--- config.mk ---
export PLATFORM = sky130hd
export DESIGN_NAME = run_dump_controller
export DESIGN_NICKNAME = d
export VERILOG_FILES = /design/src/rtl/run_dump_pkg.sv /design/src/rtl/dump_index_counter.sv /design/src/rtl/run_dump_controller.sv
export SDC_FILE = /design/constraint.sdc
export NUM_CORES = 1
export LEC_CHECK = 0
export CAP_MARGIN = 20
export CELL_PAD_IN_SITES_DETAIL_PLACEMENT = 1
export CELL_PAD_IN_SITES_GLOBAL_PLACEMENT = 1
export CORE_ASPECT_RATIO = 1.4
export CORE_MARGIN = 2
export CORE_UTILIZATION = 17
export DETAILED_ROUTE_END_ITERATION = 10
export PLACE_DENSITY = 0.83
export SLEW_MARGIN = 25
export SYNTH_ARGS = -nofsm -noshare
export SYNTH_HDL_FRONTEND = slang
export SYNTH_SLANG_ARGS = --single-unit
export TNS_END_PERCENT = 50
--- constraint.sdc ---
create_clock -name clk -period 1.7 [get_ports clk]
set_clock_uncertainty 0.1 [all_clocks]
set_input_delay 0.425 -clock clk [delete_from_list [all_inputs] [get_ports clk]]
set_output_delay 0.425 -clock clk [all_outputs]
set_load 0.01 [all_outputs]
--- src/rtl/run_dump_pkg.sv ---
// Shared types and constants for the run/dump controller.
// Latency: n/a (declarations only).
// Backpressure: n/a (declarations only).
package run_dump_pkg;

    typedef enum logic [2:0] {
        RUN      = 3'd0,
        DUMP_REG = 3'd1,
        DUMP_MEM = 3'd2,
        END_REC  = 3'd3,
        DONE     = 3'd4
    } state_t;

    localparam logic [1:0] KIND_PC  = 2'd0;
    localparam logic [1:0] KIND_REG = 2'd1;
    localparam logic [1:0] KIND_MEM = 2'd2;
    localparam logic [1:0] KIND_END = 2'd3;

endpackage

--- src/rtl/dump_index_counter.sv ---
// Dump index counter: clear/advance with terminal-count flag, wraps to 0 on the last advance.
// Latency: index updates on the clock edge after i_advance; o_tc is combinational from the index.
// Backpressure: none of its own; the caller only advances on an accepted record.
// Ports: clk/rst (async, active-high), i_clear forces 0, i_advance steps the index,
//        i_last is the terminal value, o_idx the current index, o_tc = (o_idx == i_last).
module dump_index_counter #(
    parameter int W = 5
) (
    input  logic         clk,
    input  logic         rst,
    input  logic         i_clear,
    input  logic         i_advance,
    input  logic [W-1:0] i_last,
    output logic [W-1:0] o_idx,
    output logic         o_tc
);

    logic [W-1:0] r_idx;

    always_ff @(posedge clk or posedge rst) begin
        if (rst) begin
            r_idx <= '0;
        end else if (i_clear || (i_advance && o_tc)) begin
            // Wrapping at the terminal count leaves the index at 0 for the next phase.
            r_idx <= '0;
        end else if (i_advance) begin
            r_idx <= r_idx + 1'b1;
        end
    end

    assign o_idx = r_idx;
    assign o_tc  = (r_idx == i_last);

endmodule

--- src/rtl/run_dump_controller.sv ---
// Run/termination and state-dump controller around a single-cycle machine: PC trace while running,
// then register, memory-window and end records after a halt instruction or cycle-limit timeout.
// Latency: records are combinational from state; one dump record at most per cycle.
// Backpressure: out_ready low stalls the machine (halt) during RUN and holds the current record otherwise.
// Ports: clk/reset (async, active-high); pc/inst from the machine; halt freezes the machine;
//        rf_raddr/rf_rdata and mem_raddr/mem_rdata are combinational debug reads;
//        out_valid/out_ready/out_kind/out_data form the record stream; done/timeout are sticky status.
module run_dump_controller
    import run_dump_pkg::*;
#(
    parameter int                 DATA_W     = 32,
    parameter int                 NUM_REGS   = 32,
    parameter int                 ADDR_W     = 32,
    parameter logic [ADDR_W-1:0]  MEM_BASE   = 'h4000,
    parameter int                 MEM_WORDS  = 4,
    parameter int                 MAX_CYCLES = 64,
    parameter logic [DATA_W-1:0]  HALT_INST  = '0,
    parameter bit                 TRACE_PC   = 1'b1,
    localparam int                RA_W       = (NUM_REGS > 1) ? $clog2(NUM_REGS) : 1
) (
    input  logic              clk,
    input  logic              reset,
    input  logic [DATA_W-1:0] pc,
    input  logic [DATA_W-1:0] inst,
    output logic              halt,
    output logic [RA_W-1:0]   rf_raddr,
    input  logic [DATA_W-1:0] rf_rdata,
    output logic [ADDR_W-1:0] mem_raddr,
    input  logic [DATA_W-1:0] mem_rdata,
    output logic              out_valid,
    input  logic              out_ready,
    output logic [1:0]        out_kind,
    output logic [DATA_W-1:0] out_data,
    output logic              done,
    output logic              timeout
);

    localparam int CW     = $clog2(MAX_CYCLES + 1);
    localparam int IDX_MX = (NUM_REGS > MEM_WORDS) ? NUM_REGS : MEM_WORDS;
    localparam int IW     = (IDX_MX > 2) ? $clog2(IDX_MX) : 1;

    localparam logic [IW-1:0] LAST_REG = IW'(NUM_REGS - 1);
    localparam logic [IW-1:0] LAST_MEM = (MEM_WORDS > 0) ? IW'(MEM_WORDS - 1) : '0;
    localparam logic [CW-1:0] LAST_CYC = CW'(MAX_CYCLES - 1);

    state_t              r_state;
    state_t              w_state_nxt;
    logic [CW-1:0]       r_cycle_cnt;
    logic                r_timeout;
    logic                r_done;

    logic [IW-1:0]       w_idx;
    logic                w_idx_tc;
    logic [IW-1:0]       w_idx_last;
    logic                w_idx_adv;

    logic                w_valid;
    logic [1:0]          w_kind;
    logic [DATA_W-1:0]   w_data;
    logic [RA_W-1:0]     w_rf_raddr;
    logic [ADDR_W-1:0]   w_mem_raddr;

    logic                w_run_stall;
    logic                w_advance;
    logic                w_accept;
    logic                w_is_halt;
    logic                w_at_limit;

    // While running, the only reason to hold the machine is an unaccepted trace record.
    assign w_run_stall = TRACE_PC & ~out_ready;
    assign w_advance   = (r_state == RUN) & ~w_run_stall;
    assign w_accept    = w_valid & out_ready;
    assign w_is_halt   = (inst == HALT_INST);
    assign w_at_limit  = (r_cycle_cnt == LAST_CYC);

    assign w_idx_last  = (r_state == DUMP_MEM) ? LAST_MEM : LAST_REG;
    assign w_idx_adv   = w_accept & ((r_state == DUMP_REG) | (r_state == DUMP_MEM));

    dump_index_counter #(
        .W (IW)
    ) u_idx (
        .clk       (clk),
        .rst       (reset),
        .i_clear   (r_state == RUN),
        .i_advance (w_idx_adv),
        .i_last    (w_idx_last),
        .o_idx     (w_idx),
        .o_tc      (w_idx_tc)
    );

    always_ff @(posedge clk or posedge reset) begin
        if (reset) begin
            r_state <= RUN;
        end else begin
            r_state <= w_state_nxt;
        end
    end

    always_comb begin
        w_state_nxt = r_state;
        w_valid     = 1'b0;
        w_kind      = KIND_PC;
        w_data      = '0;
        w_rf_raddr  = '0;
        w_mem_raddr = '0;
        case (r_state)
            RUN: begin
                w_valid = TRACE_PC;
                w_kind  = KIND_PC;
                w_data  = pc;
                // The halt instruction takes priority over the cycle limit.
                if (w_advance && (w_is_halt || w_at_limit)) begin
                    w_state_nxt = DUMP_REG;
                end
            end
            DUMP_REG: begin
                w_valid    = 1'b1;
                w_kind     = KIND_REG;
                w_rf_raddr = w_idx[RA_W-1:0];
                w_data     = rf_rdata;
                if (w_accept && w_idx_tc) begin
                    w_state_nxt = (MEM_WORDS == 0) ? END_REC : DUMP_MEM;
                end
            end
            DUMP_MEM: begin
                w_valid     = 1'b1;
                w_kind      = KIND_MEM;
                w_mem_raddr = MEM_BASE + ADDR_W'(w_idx);
                w_data      = mem_rdata;
                if (w_accept && w_idx_tc) begin
                    w_state_nxt = END_REC;
                end
            end
            END_REC: begin
                w_valid = 1'b1;
                w_kind  = KIND_END;
                w_data  = DATA_W'({r_timeout, r_cycle_cnt});
                if (w_accept) begin
                    w_state_nxt = DONE;
                end
            end
            DONE: begin
                w_state_nxt = DONE;
            end
            default: begin
                w_state_nxt = RUN;
            end
        endcase
    end

    always_ff @(posedge clk or posedge reset) begin
        if (reset) begin
            r_cycle_cnt <= '0;
            r_timeout   <= 1'b0;
            r_done      <= 1'b0;
        end else begin
            // The terminating cycle is counted too, so the end record carries the full run length.
            if (w_advance) begin
                r_cycle_cnt <= r_cycle_cnt + 1'b1;
                if (w_at_limit && !w_is_halt) begin
                    r_timeout <= 1'b1;
                end
            end
            if ((r_state == END_REC) && w_accept) begin
                r_done <= 1'b1;
            end
        end
    end

    // Reset gates the combinational controls so the machine and sink see idle immediately.
    assign halt      = ~reset & ((r_state != RUN) | w_run_stall);
    assign out_valid = ~reset & w_valid;
    assign out_kind  = w_kind;
    assign out_data  = w_data;
    assign rf_raddr  = w_rf_raddr;
    assign mem_raddr = w_mem_raddr;
    assign done      = r_done;
    assign timeout   = r_timeout;

endmodule
Word-level counts from Yosys, hierarchy flattened --
Cells that the tools add are included.
Cells by class: div/mod/pow operators 0, mux-type cells 13, add/subtract/negate cells 3, reductions and logical operators 15, $lt $le $gt $ge 0, shift operators 0, bitwise logic cells 9, equality and inequality tests 10, $mul 0
Operators by type and width (count):
- 32-bit one-hot mux with 4 select lines | 1
- 32-bit logical NOT | 1
- 5-bit two-way mux | 4
- 15-bit by 5-bit adder with 16-bit output, first input constant | 1
- 16-bit two-way mux | 1
- 3-bit one-hot mux with 5 select lines | 1
- 3-bit two-way mux | 4
- 7-bit by 1-bit adder with 7-bit output, second input constant | 1
- 7-bit by 6-bit equality test with 1-bit output, second input constant | 1
- 3-bit by 2-bit equality test with 1-bit output, second input constant | 2
- 2-bit one-hot mux with 3 select lines | 1
- 5-bit by 1-bit adder with 5-bit output, second input constant | 1
- 1-bit AND | 5
- 5-bit equality test | 1
- 1-bit logical AND | 5
- 2-bit by 1-bit != test with 1-bit output, second input constant | 2
- 2-bit != test, second input constant | 2
- 4-bit AND reduction | 1
- 4-bit OR reduction | 1
- 3-bit by 1-bit equality test with 1-bit output, second input constant | 1
- 3-bit equality test, second input constant | 1
- 3-bit logical NOT | 1
- 3-bit nonzero test | 1
- 1-bit logical OR | 2
- 6 further kinds | 8
Word-level totals: latch bits 0, bits of input ports 131, word-level logic and storage cells 55, output and inout bits 75, bits in writable memories 0, memories 0, register bits after elaboration 17, memory bits (read-only) 0

Logic depth before layout (Yosys ltp) --
depth after elaboration 8, gate-level depth with buffers 8, mapped depth without buffers 7

By module --
Synthesis repeated with hierarchy kept, for this count alone.
Unflattened totals: cell total of the unflattened synthesis 276, area total of the unflattened synthesis 2188.3 sq um
Modules (own cells, without submodules):
- run_dump_controller | cells an instance 237, area each 1810.5 sq um, instances 1, sequential area each 300.3 sq um
- dump_index_counter | cells an instance 39, area each 377.9 sq um, instances 1, sequential area each 125.1 sq um

Worst setup path after synthesis --
OpenSTA, ideal clock, no wires.
kind reg2reg, from register r_state[1], to register r_state[0], path buffers 0, path slack -490 ps, data arrival time 2012 ps, library setup time 77 ps, data required time 1523 ps, clock period less this slack 2190 ps, cell stages (with the launch flop) 8, path through dfrtp_1 > nor2b_1 > nor2b_1 > ha_1 > nand4_1 > mux2i_1 > a22oi_1 > a21oi_1
On the way: cells in the longest elaborated chain, start to end 7, elaborated cells on any way between the ends 19, those cells by class eq/ne (9); mux (3); bitwise (2); reduce/logical (5)
RTL lines:
- start: declaration | RTL line run_dump_controller.sv:46 | state_t r_state;
- start signal: assignment | RTL line run_dump_controller.sv:95 | r_state <= w_state_nxt;
- 3-bit by 1-bit equality test with 1-bit output, or another cell as far along | RTL line run_dump_controller.sv:106 | case (r_state)
- 4-bit OR reduction (no source line)
- 1-bit two-way mux | RTL line run_dump_controller.sv:106
- 1-bit AND | RTL line run_dump_controller.sv:72 | assign w_accept = w_valid & out_ready;
- 1-bit logical AND | RTL line run_dump_controller.sv:121, run_dump_controller.sv:130
- 2-bit by 1-bit != test with 1-bit output (no source line)
- 4-bit AND reduction (no source line)
Several ways; a longest one is shown, not always the timed one. A chain may end at the register's enable or synchronous reset.

Worst setup path in the final report --
from register r_state[0], to output port out_data[17]
On the way: cells in the longest elaborated chain, start to end 2, elaborated cells on any way between the ends 5, those cells by class eq/ne (3); mux (1); reduce/logical (1)
RTL lines:
- 3-bit by 2-bit equality test with 1-bit output, or another cell as far along | RTL line run_dump_controller.sv:106
- 32-bit one-hot mux with 4 select lines * | RTL line run_dump_controller.sv:106
- end: declaration | RTL line run_dump_controller.sv:33 | output logic [DATA_W-1:0] out_data,
Every way passes the cells marked *; elsewhere a longest branch is shown, timed or not.

==> metrics list <==
- The critical path contains buffers and inverters numbering 4 combined.
- Fin crit share: 1.31
- The repair_antennas step left the layout with diodes totalling 0.
* Run status: complete, but fails checks
- Leak pwr: 1.99 nW
* Ys async rst share: 1.00
- Final routed wire length divided by cell count: 16.2 um
- Peak clock frequency supported by timing: 450 MHz
* Hold-fix buffer count after cts: 0
* Clock insertion delay at the later pin of the skew report: 0.25 ns
- Entering global routing, the biggest net connects 21 pins.
* Die W: 97.3 um
* Number of warnings printed during yosys synthesis: 0
- TritonCTS built the clock tree.
- The synthesized netlist occupies a cell area of 0.00207 mm2.
* DRC Markers: 0
- FF-to-FF Start: r_state[0]
* Non-filler instance count after layout: 628
- From synthesis to final layout, the design area changed by 121%.
- Summed over all failing endpoints, the final setup total negative slack is -22.15 ns.
- Synth unique cells: 35
- In this run, synthesis inferred 0 flip-flops with an integrated enable.
- The routed layout has 2755 vias.
- Total Nets Final: 618
- Data required time at the worst endpoint: 1.17 ns
- Register clock-pin slew on the reported worst setup and hold paths: 0.05 ns
* Fin util: 0.386
* Aggregate global routing overflow: 0
- Number of clock sinks seen by CTS: 17
- On the final layout, the worst hold slack is 0.378 ns.
- Post-route ant nets: 0
- On the worst path, the slowest cell contributes a delay of 0.46 ns.
* Final HPWL from detailed placement: 7830 um
* Dpl ws: -0.842 ns
* Violations in the final reports: negative setup slack
* Hold_sp: done
- Routability-driven placement finished with a final weighted congestion of 0.835.
* Starting Density: 0.175
- The slowest stage of the critical path belongs to the cell sky130_fd_sc_hd__dfrtp_2.
* Maximum net fanout on the critical path: 5
* Wire length of the first global-routing pass: 15500 um
* Commonest register cell after synthesis: sky130_fd_sc_hd__dfrtp_1
* Max-capacitance violation count: 0
* Hold crit path type: register to register
* Detailed-route wire length: 10200 um
* Flip-flop and latch count after synthesis: 17
- Top-Level Pins: 206
- Final standard cell area without fillers: 0.00458 mm2
* Dominant cell type by area after synthesis: sky130_fd_sc_hd__dfrtp_1
- Period minus WS final: 2.22 ns
* Leading post-synthesis cells by instance count: 56 x sky130_fd_sc_hd__nor2_1, 29 x sky130_fd_sc_hd__a21oi_1, 29 x sky130_fd_sc_hd__buf_4
* FILL cells: 1399
* Setup slack of the most critical reg-to-reg path: -0.41 ns
* Vias per std cell: 4.39
* Number of iterations in the first detailed-routing pass: 4
- In the final layout, the share of cells above drive strength 1 is 0.308.
- Sequential-to-total area share from yosys stat: 0.205
- Across the VDD grid, the largest voltage drop is 354 uV.
* CP cell instances: buf_12, buf_12, buf_4, mux2i_1, nor2_1, a21oi_2, nor2_1, buf_2
- Including well taps, the total number of placed cells is 598.
- Vertical extent of the die: 135 um
- CP startpoint kind: register
- The via count of the first global-routing pass was 3002.
* Sequential cell area: 429 um2
* Critical path start-end classification: register to output pin
- The die covers 0.0131 mm2.
- GR Util All Layers: 0.148
- Number of levels the H-tree was split into: 1
- The max-slew violation count came to 0.
- Buffer levels on the longest clock path: 2
- Kind of end point of the critical path: output pin
- Of the post-synthesis cell area, the dominant cell type holds 0.205.
- Clock Root Buffer: sky130_fd_sc_hd__clkbuf_16
- For this design the ratio of total power to cell area is 288 mW/mm2.
- Placeable Area: 0.0119 mm2
* Total clock buffers created by CTS: 3
- Setup WS post-layout: -0.525 ns
- Setup repair after global routing missed its margin: true
* Post-layout total power: 1.32 mW
- The worst register-to-register path ends at r_state[0].
- In this run the tool buffered the top-level ports with 179 buffer cells.
* Mean Syn Cell Area: 8.07 um2
- Standard-cell rows: 47
- Multi-input combinational cell area: 0.00161 mm2
* Data arrival, critical path: 1.70 ns
- The worst hold path terminates at done.
- Post-DP Area: 0.00419 mm2
- Post-Synthesis Cells: 257
- sky130_fd_sc_hd__nor2_1 is the most common cell in the netlist.
* Initial DRC count: 34
- On the critical path the largest part of the delay comes from buffers and inverters.
* Number of endpoints with negative hold slack in the final report: 0
* Final setup violation count: 61
- Cell types occupying the most area after synthesis: sky130_fd_sc_hd__dfrtp_1 21%, sky130_fd_sc_hd__mux2i_1 13%, sky130_fd_sc_hd__buf_4 11%, sky130_fd_sc_hd__nor2_1 10%, sky130_fd_sc_hd__a21oi_1 7.0%
- The number of cells on the worst reg-to-reg path is 8.
* Antenna violations before repair: 0
- Counting instances, the worst hold path has a depth of 1.
cells by family after synthesis:
group / synth area share
compound gates: 0.0960
xor+xnor: 0.0374
fa+ha+maj: 0.0302
buf+inv: 0.138
flops: 0.205
mux: 0.227
other cells: 0.00181
simple gates: 0.264
power by group:
group | switching (mW) | total (mW) | internal, mW | leakage [nW]
Clock | 0.161 | 0.480 | 0.319 | 0.0382
Combinational | 0.122 | 0.434 | 0.311 | 1.72
Sequential | 0.000681 | 0.407 | 0.406 | 0.226
placed cells by master (no fill, tap or decap), types with 5 or more instances in the layout:
cell and n:
sky130_fd_sc_hd__clkdlybuf4s50_1 131, sky130_fd_sc_hd__nor2_1 54, sky130_fd_sc_hd__buf_4 38, sky130_fd_sc_hd__buf_2 33
sky130_fd_sc_hd__a21oi_1 26, sky130_fd_sc_hd__conb_1 26, sky130_fd_sc_hd__mux2i_1 24, sky130_fd_sc_hd__buf_6 19
sky130_fd_sc_hd__dfrtp_1 14, sky130_fd_sc_hd__buf_12 12, sky130_fd_sc_hd__nor2b_4 8, sky130_fd_sc_hd__nor4_1 8
sky130_fd_sc_hd__mux4_2 8, sky130_fd_sc_hd__nand2_1 6, sky130_fd_sc_hd__nand4_1 6, sky130_fd_sc_hd__nor2b_1 5
registers in the layout, summed over array words and instances, names as in the netlist:
name	flops
timeout	1
r_state	3
done	1
r_cycle_cnt	7
u_idx.o_idx	5
area by class of cell:
class,instances,area share
Inverter,2,0.00164
Timing Repair Buffer,237,0.497
Clock buffer,4,0.0172
Multi-Input combinational cell,221,0.350
Tap cell,147,0.0402
Sequential cell,17,0.0937
what timing repair did:
action,4_1_cts,5_1_grt
gates resized for setup,220,23
cloned,2,1
endpoints found under the setup margin,62,62
pin swaps,16,16
setup buffers,20,5
worst max-delay path by stage:
stage,cells past startpoint,from,to,slack [ns]
global route,8,r_state[0],out_data[12],-0.60
global placement,4,rf_rdata[0],out_data[0],-0.79
floorplan,4,r_state[0],out_data[6],-0.14
finish,8,r_state[0],out_data[17],-0.52
detailed placement,4,rf_rdata[1],out_data[1],-0.84
CTS,8,r_state[0],out_data[13],-0.52
metal layers:
| metal | up-vias | wire length [um] | global-route usage |
|---|---|---|---|
| met5 | - | 0 | 0 |
| met4 | 0 | 206 | 0.0440 |
| met2 | 152 | 5840 | 0.311 |
| met3 | 13 | 739 | 0.0274 |
| met1 | 1296 | 3410 | 0.143 |
| li1 | 1294 | - | - |
(Power assumes the default switching activity.)
